`config.mk`:
```
export PLATFORM = sky130hd
export DESIGN_NAME = riscv_fetch_unit
export DESIGN_NICKNAME = d
export VERILOG_FILES = /design/src/rtl/riscv_fetch_unit_pkg.sv /design/src/rtl/riscv_fetch_fifo.sv /design/src/rtl/riscv_fetch_unit.sv
export SDC_FILE = /design/constraint.sdc
export NUM_CORES = 1
export LEC_CHECK = 0
export ABC_AREA = 0
export CAP_MARGIN = 20
export CORE_AREA = 2 2 189 191
export DETAILED_ROUTE_END_ITERATION = 8
export DIE_AREA = 0 0 191 193
export PLACE_DENSITY = 0.65
export SLEW_MARGIN = 20
export SYNTH_ARGS = -nofsm -noshare
export SYNTH_HDL_FRONTEND = slang
export SYNTH_SLANG_ARGS = --single-unit
```
`constraint.sdc`:
```
create_clock -name clk -period 6.9 [get_ports clk]
set_clock_uncertainty 0.1 [all_clocks]
set_input_delay 1.035 -clock clk [delete_from_list [all_inputs] [get_ports clk]]
set_output_delay 1.035 -clock clk [all_outputs]
set_load 0.01 [all_outputs]
```
`src/rtl/riscv_fetch_unit_pkg.sv`:
```
// Shared definitions for the instruction-fetch front end: default widths,
// reset PC, the fetch-entry record, opcode constants and a PC helper.
// Optional feature macro used by importers: RISCV_FETCH_MISALIGN_CHECK_EN.
package riscv_fetch_unit_pkg;

    localparam int unsigned FETCH_XLEN     = 32;
    localparam int unsigned FETCH_INSTR_W  = 32;
    localparam logic [31:0] FETCH_RESET_PC = 32'h0000_0000;

    // Record held per prefetch-queue entry (default widths)
    typedef struct packed {
        logic [FETCH_XLEN-1:0]    pc;
        logic [FETCH_INSTR_W-1:0] instr;
        logic                     misalign;
    } fetch_entry_t;

    // Control-transfer opcodes decode uses to produce redirects
    localparam logic [6:0] OPC_BRANCH = 7'b110_0011;
    localparam logic [6:0] OPC_JAL    = 7'b110_1111;
    localparam logic [6:0] OPC_JALR   = 7'b110_0111;

    // Instruction fetch addresses must be word aligned
    function automatic logic pc_misaligned(input logic [1:0] pc_lo);
        return pc_lo != 2'b00;
    endfunction

endpackage

```
`src/rtl/riscv_fetch_fifo.sv`:
```
// Synchronous prefetch queue: DEPTH entries, push/pop/flush, occupancy count.
// Head outputs come straight from the storage registers, so a word pushed in
// cycle N is visible at the head in cycle N+1.
module riscv_fetch_fifo #(
    parameter int unsigned DEPTH = 4,
    parameter int unsigned WIDTH = 64,
    localparam int unsigned CNT_W = $clog2(DEPTH + 1)
) (
    input  logic             clk,
    input  logic             rstn,
    input  logic             flush,
    input  logic             push,
    input  logic [WIDTH-1:0] push_data,
    input  logic             pop,
    output logic             head_valid,
    output logic [WIDTH-1:0] head_data,
    output logic [CNT_W-1:0] count
);

    localparam int unsigned PTR_W = $clog2(DEPTH);
    localparam logic [CNT_W-1:0] FULL = CNT_W'(DEPTH);

    logic [WIDTH-1:0] mem_q [DEPTH];
    logic [PTR_W-1:0] wr_ptr_q, wr_ptr_d;
    logic [PTR_W-1:0] rd_ptr_q, rd_ptr_d;
    logic [CNT_W-1:0] count_q, count_d;
    logic             push_ok;
    logic             pop_ok;

    // Flush wins over both push and pop; full/empty guards keep state sane
    assign push_ok = push && !flush && (count_q != FULL);
    assign pop_ok  = pop && !flush && (count_q != '0);

    // Pointer and occupancy next state
    always_comb begin
        wr_ptr_d = wr_ptr_q;
        rd_ptr_d = rd_ptr_q;
        count_d  = count_q;
        if (flush) begin
            wr_ptr_d = '0;
            rd_ptr_d = '0;
            count_d  = '0;
        end else begin
            if (push_ok) wr_ptr_d = wr_ptr_q + PTR_W'(1);
            if (pop_ok)  rd_ptr_d = rd_ptr_q + PTR_W'(1);
            unique case ({push_ok, pop_ok})
                2'b10:   count_d = count_q + CNT_W'(1);
                2'b01:   count_d = count_q - CNT_W'(1);
                default: count_d = count_q;
            endcase
        end
    end

    // Pointer and occupancy registers
    always_ff @(posedge clk or negedge rstn) begin
        if (!rstn) begin
            wr_ptr_q <= '0;
            rd_ptr_q <= '0;
            count_q  <= '0;
        end else begin
            wr_ptr_q <= wr_ptr_d;
            rd_ptr_q <= rd_ptr_d;
            count_q  <= count_d;
        end
    end

    // Entry storage; contents are don't-care until written
    always_ff @(posedge clk) begin
        if (push_ok) mem_q[wr_ptr_q] <= push_data;
    end

    assign head_valid = (count_q != '0);
    assign head_data  = mem_q[rd_ptr_q];
    assign count      = count_q;

endmodule

```
`src/rtl/riscv_fetch_unit.sv`:
```
// Instruction-fetch front end: owns the PC, issues credit-limited pipelined
// requests, queues in-order responses with their PCs and hands them to
// decode. Redirects flush the queue and arrange for in-flight responses to be
// discarded. Optional macro RISCV_FETCH_MISALIGN_CHECK_EN adds a per-entry
// misalign flag and the instr_misalign port.
module riscv_fetch_unit
    import riscv_fetch_unit_pkg::*;
#(
    parameter int unsigned     XLEN     = FETCH_XLEN,
    parameter int unsigned     INSTR_W  = FETCH_INSTR_W,
    parameter logic [XLEN-1:0] RESET_PC = XLEN'(FETCH_RESET_PC),
    parameter int unsigned     DEPTH    = 4
) (
    input  logic               clk,
    input  logic               rstn,
    input  logic               redirect_valid,
    input  logic [XLEN-1:0]    redirect_pc,
    output logic               imem_req_valid,
    input  logic               imem_req_ready,
    output logic [XLEN-1:0]    imem_req_addr,
    input  logic               imem_rsp_valid,
    input  logic [INSTR_W-1:0] imem_rsp_data,
    output logic               instr_valid,
    input  logic               instr_ready,
    output logic [INSTR_W-1:0] instr_data,
    output logic [XLEN-1:0]    instr_pc,
`ifdef RISCV_FETCH_MISALIGN_CHECK_EN
    output logic               instr_misalign,
`endif
    output logic               busy
);

    localparam int unsigned CNT_W = $clog2(DEPTH + 1);
    localparam logic [CNT_W:0] CREDITS = (CNT_W + 1)'(DEPTH);
`ifdef RISCV_FETCH_MISALIGN_CHECK_EN
    localparam int unsigned ENTRY_W = XLEN + INSTR_W + 1;
`else
    localparam int unsigned ENTRY_W = XLEN + INSTR_W;
`endif

    logic [XLEN-1:0]    fetch_pc_q, fetch_pc_d;
    logic [XLEN-1:0]    rsp_pc_q, rsp_pc_d;
    logic [CNT_W-1:0]   outstanding_q, outstanding_d;
    logic [CNT_W-1:0]   discard_q, discard_d;
    logic [CNT_W-1:0]   count;
    logic [CNT_W:0]     credit_used;
    logic               req_fire;
    logic               rsp_ok;
    logic               push;
    logic               pop;
    logic               head_valid;
    logic [ENTRY_W-1:0] push_entry;
    logic [ENTRY_W-1:0] head_entry;

    // Queued words plus words in flight may never exceed the queue size,
    // which is what makes overflow impossible without backpressuring memory
    assign credit_used    = {1'b0, count} + {1'b0, outstanding_q};
    assign imem_req_valid = !redirect_valid && (credit_used < CREDITS);
    assign imem_req_addr  = fetch_pc_q;
    assign req_fire       = imem_req_valid && imem_req_ready;

    // A response with nothing outstanding is a protocol error and is ignored
    assign rsp_ok = imem_rsp_valid && (outstanding_q != '0);
    assign push   = rsp_ok && (discard_q == '0) && !redirect_valid;
    assign pop    = head_valid && instr_ready && !redirect_valid;

`ifdef RISCV_FETCH_MISALIGN_CHECK_EN
    assign push_entry = {rsp_pc_q, imem_rsp_data, pc_misaligned(rsp_pc_q[1:0])};
`else
    assign push_entry = {rsp_pc_q, imem_rsp_data};
`endif

    // PC and in-flight bookkeeping next state
    always_comb begin
        fetch_pc_d    = fetch_pc_q;
        rsp_pc_d      = rsp_pc_q;
        outstanding_d = outstanding_q;
        discard_d     = discard_q;

        // No request fires in a redirect cycle, so this also covers redirects
        unique case ({req_fire, rsp_ok})
            2'b10:   outstanding_d = outstanding_q + CNT_W'(1);
            2'b01:   outstanding_d = outstanding_q - CNT_W'(1);
            default: outstanding_d = outstanding_q;
        endcase

        if (redirect_valid) begin
            fetch_pc_d = redirect_pc;
            rsp_pc_d   = redirect_pc;
            // Everything still in flight after this cycle is stale
            discard_d  = outstanding_q - CNT_W'(rsp_ok);
        end else begin
            if (req_fire) fetch_pc_d = fetch_pc_q + XLEN'(4);
            if (push)     rsp_pc_d   = rsp_pc_q + XLEN'(4);
            if (rsp_ok && (discard_q != '0)) discard_d = discard_q - CNT_W'(1);
        end
    end

    // PC and counter registers
    always_ff @(posedge clk or negedge rstn) begin
        if (!rstn) begin
            fetch_pc_q    <= RESET_PC;
            rsp_pc_q      <= RESET_PC;
            outstanding_q <= '0;
            discard_q     <= '0;
        end else begin
            fetch_pc_q    <= fetch_pc_d;
            rsp_pc_q      <= rsp_pc_d;
            outstanding_q <= outstanding_d;
            discard_q     <= discard_d;
        end
    end

    riscv_fetch_fifo #(
        .DEPTH (DEPTH),
        .WIDTH (ENTRY_W)
    ) u_fifo (
        .clk        (clk),
        .rstn       (rstn),
        .flush      (redirect_valid),
        .push       (push),
        .push_data  (push_entry),
        .pop        (pop),
        .head_valid (head_valid),
        .head_data  (head_entry),
        .count      (count)
    );

    assign instr_valid = head_valid;
    assign busy        = (outstanding_q != '0);

`ifdef RISCV_FETCH_MISALIGN_CHECK_EN
    logic head_misalign;
    assign {instr_pc, instr_data, head_misalign} = head_entry;
    // Storage is unreset, so qualify the flag with the valid bit
    assign instr_misalign = head_valid && head_misalign;
`else
    assign {instr_pc, instr_data} = head_entry;
`endif

endmodule

```
==> results of run 1 <==
## Yosys cell counts (all sizes together), types with 11 or more instances
cell type	number	share of area (%)
nand3	28	1.0
nand4	27	1.2
and4	12	0.75
nor4	22	0.98
edfxtp	256	55
nor2	38	1.0
dfrtp	77	14
o31ai	19	1.0
nor3	22	0.78
and3	11	0.49
mux4	64	10
xor2	12	0.75
or4	15	0.83
mux2	12	0.96
a31oi	24	1.1
o21ai	18	0.64
inv	26	0.70
ha	13	1.2
clkbuf	33	0.88
buf	12	0.35
nand2	42	1.1
## where the power goes
group	total [mW]	switching [mW]	internal [mW]	leakage, nW
registers	2.53	0.223	2.30	3.21
clock network	2.12	0.786	1.33	0.658
logic	1.21	0.539	0.668	2.02
## cell type report
| type | count | area [um^2] |
|---|---|---|
| fillers | 2932 | 17410 |
| flip-flops and latches | 333 | 9622 |
| multi-input cells | 476 | 4185 |
| repair buffers | 176 | 1734 |
| clock buffers | 53 | 1080 |
| well taps | 461 | 576.8 |
| clock inverters | 15 | 261.5 |
| inverters | 26 | 97.59 |
## layer usage
| layer | track usage, % | up-vias | routed length, um |
|---|---|---|---|
| li1 | - | 3887 | - |
| met1 | 24.72 | 4276 | 13910 |
| met2 | 28.69 | 347 | 15330 |
| met3 | 3.674 | 45 | 2502 |
| met4 | 3.399 | 0 | 491 |
| met5 | 0 | - | 0 |
## metrics by stage
step | total power, mW | instance area [um^2]
detailed placement | 3.778 | 16200
CTS | 5.899 | 17540
global placement | 3.762 | 16200
global route | 6.098 | 17560
floorplan | 3.188 | 14040
finish | 5.849 | 17560
## state kept, by name, indices dropped and copies added (netlist names)
register         flops
discard_q            3
imem_req_addr       32
outstanding_q        3
rsp_pc_q            32
u_fifo.count         3
u_fifo.mem_q       256
u_fifo.rd_ptr_q      2
u_fifo.wr_ptr_q      2
## cells in the final DEF, fill, tap and decap left out, types with 25 or more instances in the layout
master / synthesis / final
dfrtp_1: 77 / 75
clkdlybuf4s50_1: 0 / 166
inv_1: 26 / 25
nor2_1: 38 / 38
edfxtp_1: 256 / 256
nand3_1: 27 / 27
clkbuf_16: 0 / 40
mux4_2: 64 / 64
nand2_1: 42 / 42
nand4_1: 26 / 26
## path summary, 6_finish.rpt
kind	cells after the start	slack, ps	endpoint
max in group asynchronous	2	5260	u_fifo.rd_ptr_q[0]
worst min-delay path	1	350	imem_req_addr[8]
worst max register to register	8	3670	outstanding_q[1]
worst min register to register	0	430	u_fifo.mem_q[2][33]
min in group clk	0	430	u_fifo.mem_q[2][33]
worst max-delay path	3	2520	instr_pc[20]
## logic make-up (layout without fill, tap and decap cells)
| group | after synthesis | in the layout | synth area share, % |
|---|---|---|---|
| flops | 333 | 333 | 68.47 |
| simple gates | 253 | 253 | 9.963 |
| mux | 83 | 83 | 11.73 |
| buf+inv | 71 | 270 | 1.925 |
| xor+xnor | 21 | 21 | 1.310 |
| fa+ha+maj | 15 | 15 | 1.444 |
| compound gates | 104 | 104 | 5.160 |
==> flow_summary.json, run 1 <==
{
  "slew_headroom_pct": 31.70,
  "grt_pass1_vias": 8610,
  "pre_cts_ws_ps": 2586,
  "power_density_nw_per_um2": 333.2,
  "fin_nets": 1135,
  "coreArea_um2": 34960,
  "slowest_delay_ps": 1100,
  "timing.hold.ws_ps": 354.8,
  "rsz0062_at_grt": "false",
  "drt_wl_total_mm": 32.23,
  "final_cells": 1540,
  "ys_ff_latch": 333,
  "cpLargestDelayFamily": "flip-flops",
  "grt_pass1_wl_mm": 49.88,
  "yosysWarnings": 0,
  "die_width_um": 191,
  "ctsResizeCount": 0,
  "fin_tns_setup_ps": 0,
  "area_delta_synth_final_pct": 25.04,
  "cts_buffer_depth": 3,
  "die_area_um2": 36860,
  "start_kind": "flip-flop",
  "firstDrtPassIters": 6,
  "critPathLaunch": "u_fifo.rd_ptr_q[0]",
  "fmax_ghz": 0.2284,
  "row_count": 69,
  "setup.worst_path.class": "flip-flop to output pin",
  "synth_cell_type_count": 51,
  "end_kind": "output pin",
  "path_buf_inv": 2,
  "critPathArrivalTime_ps": 3240,
  "cts_tree": "yes",
  "min_period_ps": 4379,
  "clock_sinks": 333,
  "drtIter0Drc": 730,
  "wl_per_cell_um": 20.93,
  "grt_antenna_before_repair": 0,
  "status": "complete, no violations",
  "cts_hold_buffers": 0,
  "initial_utilization_pct": 40.16,
  "dp_hpwl_mm": 20.25,
  "antenna-diode-count": 0,
  "grt_use_total_pct": 17.60,
  "worstMarginPinSlew_ps": 1024,
  "required_ps": 5760,
  "clk_pin_slew_ps": 60,
  "cts_setup_buffers": 0,
  "critPathMaxFanout": 47,
  "io_buffers": 168,
  "grt-ovfl-total": 0,
  "r2r-start": "u_fifo.count[2]",
  "async_flop_share_pct": 23.12,
  "setup_ws_ps": 2521,
  "clockRootBuffer": "clkbuf_16",
  "drive_gt1_share_pct": 14.74,
  "clkLatencyLatePin_ps": 520,
  "num_vias": 8555,
  "syn-mean-instance-area_um2": 15.96,
  "maxSlewViolCount": 0,
  "ir_worst_vdd_v": 0.0001551,
  "route.antenna.remaining_nets": 0,
  "grt_max_degree": 66,
  "die_h_um": 193,
  "synth_nets": 965,
  "timing.final.hold_violations": 0,
  "ios": 169,
  "synth_edf_count": 256,
  "crit_slowest_cell": "dfrtp_4",
  "fin_crit_sh_pct": 63.46,
  "numCtsBuffers": 37,
  "vias_per_cell": 5.555,
  "worstPathCellList": "buf_4 -> mux4_2 -> clkdlybuf4s50_1",
  "drv_cap": 0,
  "syn_inst": 880,
  "synthFlopType": "edfxtp_1",
  "dpl.cell_count": 1472,
  "synth_area_um2": 14040,
  "p_leak_nw": 5.889,
  "gp_congestion": 0.8660,
  "hp-class": "input port to asynchronous set/reset pin",
  "ys_seq_area_share_pct": 68.47,
  "drcViolationCount": 0,
  "utilization_pct": 50.21,
  "setup-violations-final": 0,
  "htreeDepth": 2
}
No activity file was read; power rests on OpenSTA's default activity.
==> inputs of run 2 (changes only) <==
clock period = 4.1 ns   (was 6.9 ns; I/O delays follow)
==> flow_summary.json, run 2 (synthesized netlist as in run 1, its figures left out) <==
{
  "grt_pass1_vias": 8594,
  "top_register": "u_fifo.mem_q",
  "numCtsBuffers": 36,
  "status": "complete, no violations",
  "seqCellArea_um2": 9622,
  "worstPathCellList": "buf_4 -> mux4_2 -> clkdlybuf4s50_1",
  "fin_tns_setup_ps": 0,
  "grt_pass1_wl_mm": 49.53,
  "hp-class": "input port to asynchronous set/reset pin",
  "pre_cts_ws_ps": 766.7,
  "setup.worst_path.class": "flip-flop to output pin",
  "most-common-layout-cells": "edfxtp_1, clkdlybuf4s50_1, dfrtp_1",
  "min_period_ps": 3452,
  "gp_congestion": 0.8614,
  "ios": 169,
  "r2r-start": "outstanding_q[2]",
  "io_buffers": 168,
  "ir_worst_vdd_v": 0.0003294,
  "maxSlewViolCount": 0,
  "timing.rr.end": "outstanding_q[2]",
  "end_kind": "output pin",
  "clockRootBuffer": "clkbuf_16",
  "num_vias": 8579,
  "grt_antenna_before_repair": 0,
  "cts_tree": "yes",
  "critPathArrivalTime_ps": 2740,
  "critPathMaxFanout": 32,
  "clkLatencyLatePin_ps": 510,
  "multi_input_area_um2": 4179,
  "largest_reg_flops": 256,
  "area_delta_synth_final_pct": 25.54,
  "dp_hpwl_mm": 21.17,
  "clk_pin_slew_ps": 60,
  "worstMarginPinSlew_ps": 980.6,
  "rsz0062_at_grt": "false",
  "start_kind": "flip-flop",
  "setup-violations-final": 0,
  "initial_utilization_pct": 40.16,
  "power_density_nw_per_um2": 548.7,
  "wl_per_cell_um": 20.71,
  "r2r_slack_ps": 1180,
  "fin_area_um2": 17630,
  "vias_per_cell": 5.531,
  "die_width_um": 191,
  "row_count": 69,
  "setup_ws_ps": 647.9,
  "route.antenna.remaining_nets": 0,
  "timing.hold.ws_ps": 92.85,
  "clock_sinks": 333,
  "dpl-instance-area_um2": 16390,
  "drt_wl_total_mm": 32.12,
  "drtIter0Drc": 555,
  "firstDrtPassIters": 5,
  "ff2ff_path_depth": 11,
  "required_ps": 3380,
  "antenna-diode-count": 0,
  "crit_slowest_cell": "dfrtp_4",
  "slowest_delay_ps": 880,
  "fin_crit_sh_pct": 84.20,
  "htreeDepth": 2,
  "die_area_um2": 36860,
  "grt_max_degree": 61,
  "cts_buffer_depth": 3,
  "die_h_um": 193,
  "drive_gt1_share_pct": 15.23,
  "n_fill_cell": 2909,
  "fmax_ghz": 0.2897,
  "grt_use_total_pct": 17.58,
  "coreArea_um2": 34960,
  "ctsResizeCount": 0,
  "fin_nets": 1147,
  "timing.final.hold_violations": 0,
  "drv_cap": 0,
  "cts_hold_buffers": 0,
  "slew_headroom_pct": 34.02,
  "finalPower_mw": 9.672,
  "drcViolationCount": 0,
  "p_leak_nw": 5.913,
  "final_common_cell": "edfxtp_1",
  "grt-ovfl-total": 0,
  "cts_setup_buffers": 0
}
## run 2: how the worst max path moves through the flow
stage	cells past startpoint	from	to
after floorplan	7	discard_q[0]	u_fifo.mem_q[0][0]
after global placement	10	imem_rsp_valid	u_fifo.count[2]
after detailed placement	10	imem_rsp_valid	u_fifo.count[2]
after CTS	3	u_fifo.rd_ptr_q[0]	instr_pc[2]
after global routing	3	u_fifo.rd_ptr_q[0]	instr_data[31]
final	3	u_fifo.rd_ptr_q[0]	instr_data[31]
## run 2: per-stage QoR
stage	cells	util, %
2_1_floorplan	880	-
3_3_place_gp	1485	46.87
3_5_place_dp	1485	46.87
4_1_cts	1551	50.40
5_1_grt	1551	50.41
6_report	1551	50.41
## run 2: worst max-delay path, delay by kind of cell, from the launching register on
family                 cells  cell delay (ps)
flip-flops                 1              880
buffers and inverters      2              800
multiplexers               1              520
## run 2: per-layer routing
metal  track usage [%]  part of all wire (%)
met3             2.968                   6.4
met2             28.68                    47
met1             24.79                    45
met5                 0                     0
met4             4.234                   1.5
## run 2: area by class of cell
| cell class | instances | area share (%) |
|---|---|---|
| Clock buffer | 48 | 5.601 |
| Clock inverter | 18 | 1.391 |
| Inverter | 26 | 0.5537 |
| Multi-Input combinational cell | 476 | 23.71 |
| Sequential cell | 333 | 54.59 |
| Tap cell | 461 | 3.272 |
| Timing Repair Buffer | 189 | 10.89 |
## run 2: report_power, final
part / total, mW / switching [mW] / internal, mW
clock: 3.34 / 1.27 / 2.08
sequential: 4.20 / 0.327 / 3.88
combinational: 2.13 / 0.952 / 1.17
total: 9.67 / 2.55 / 7.13
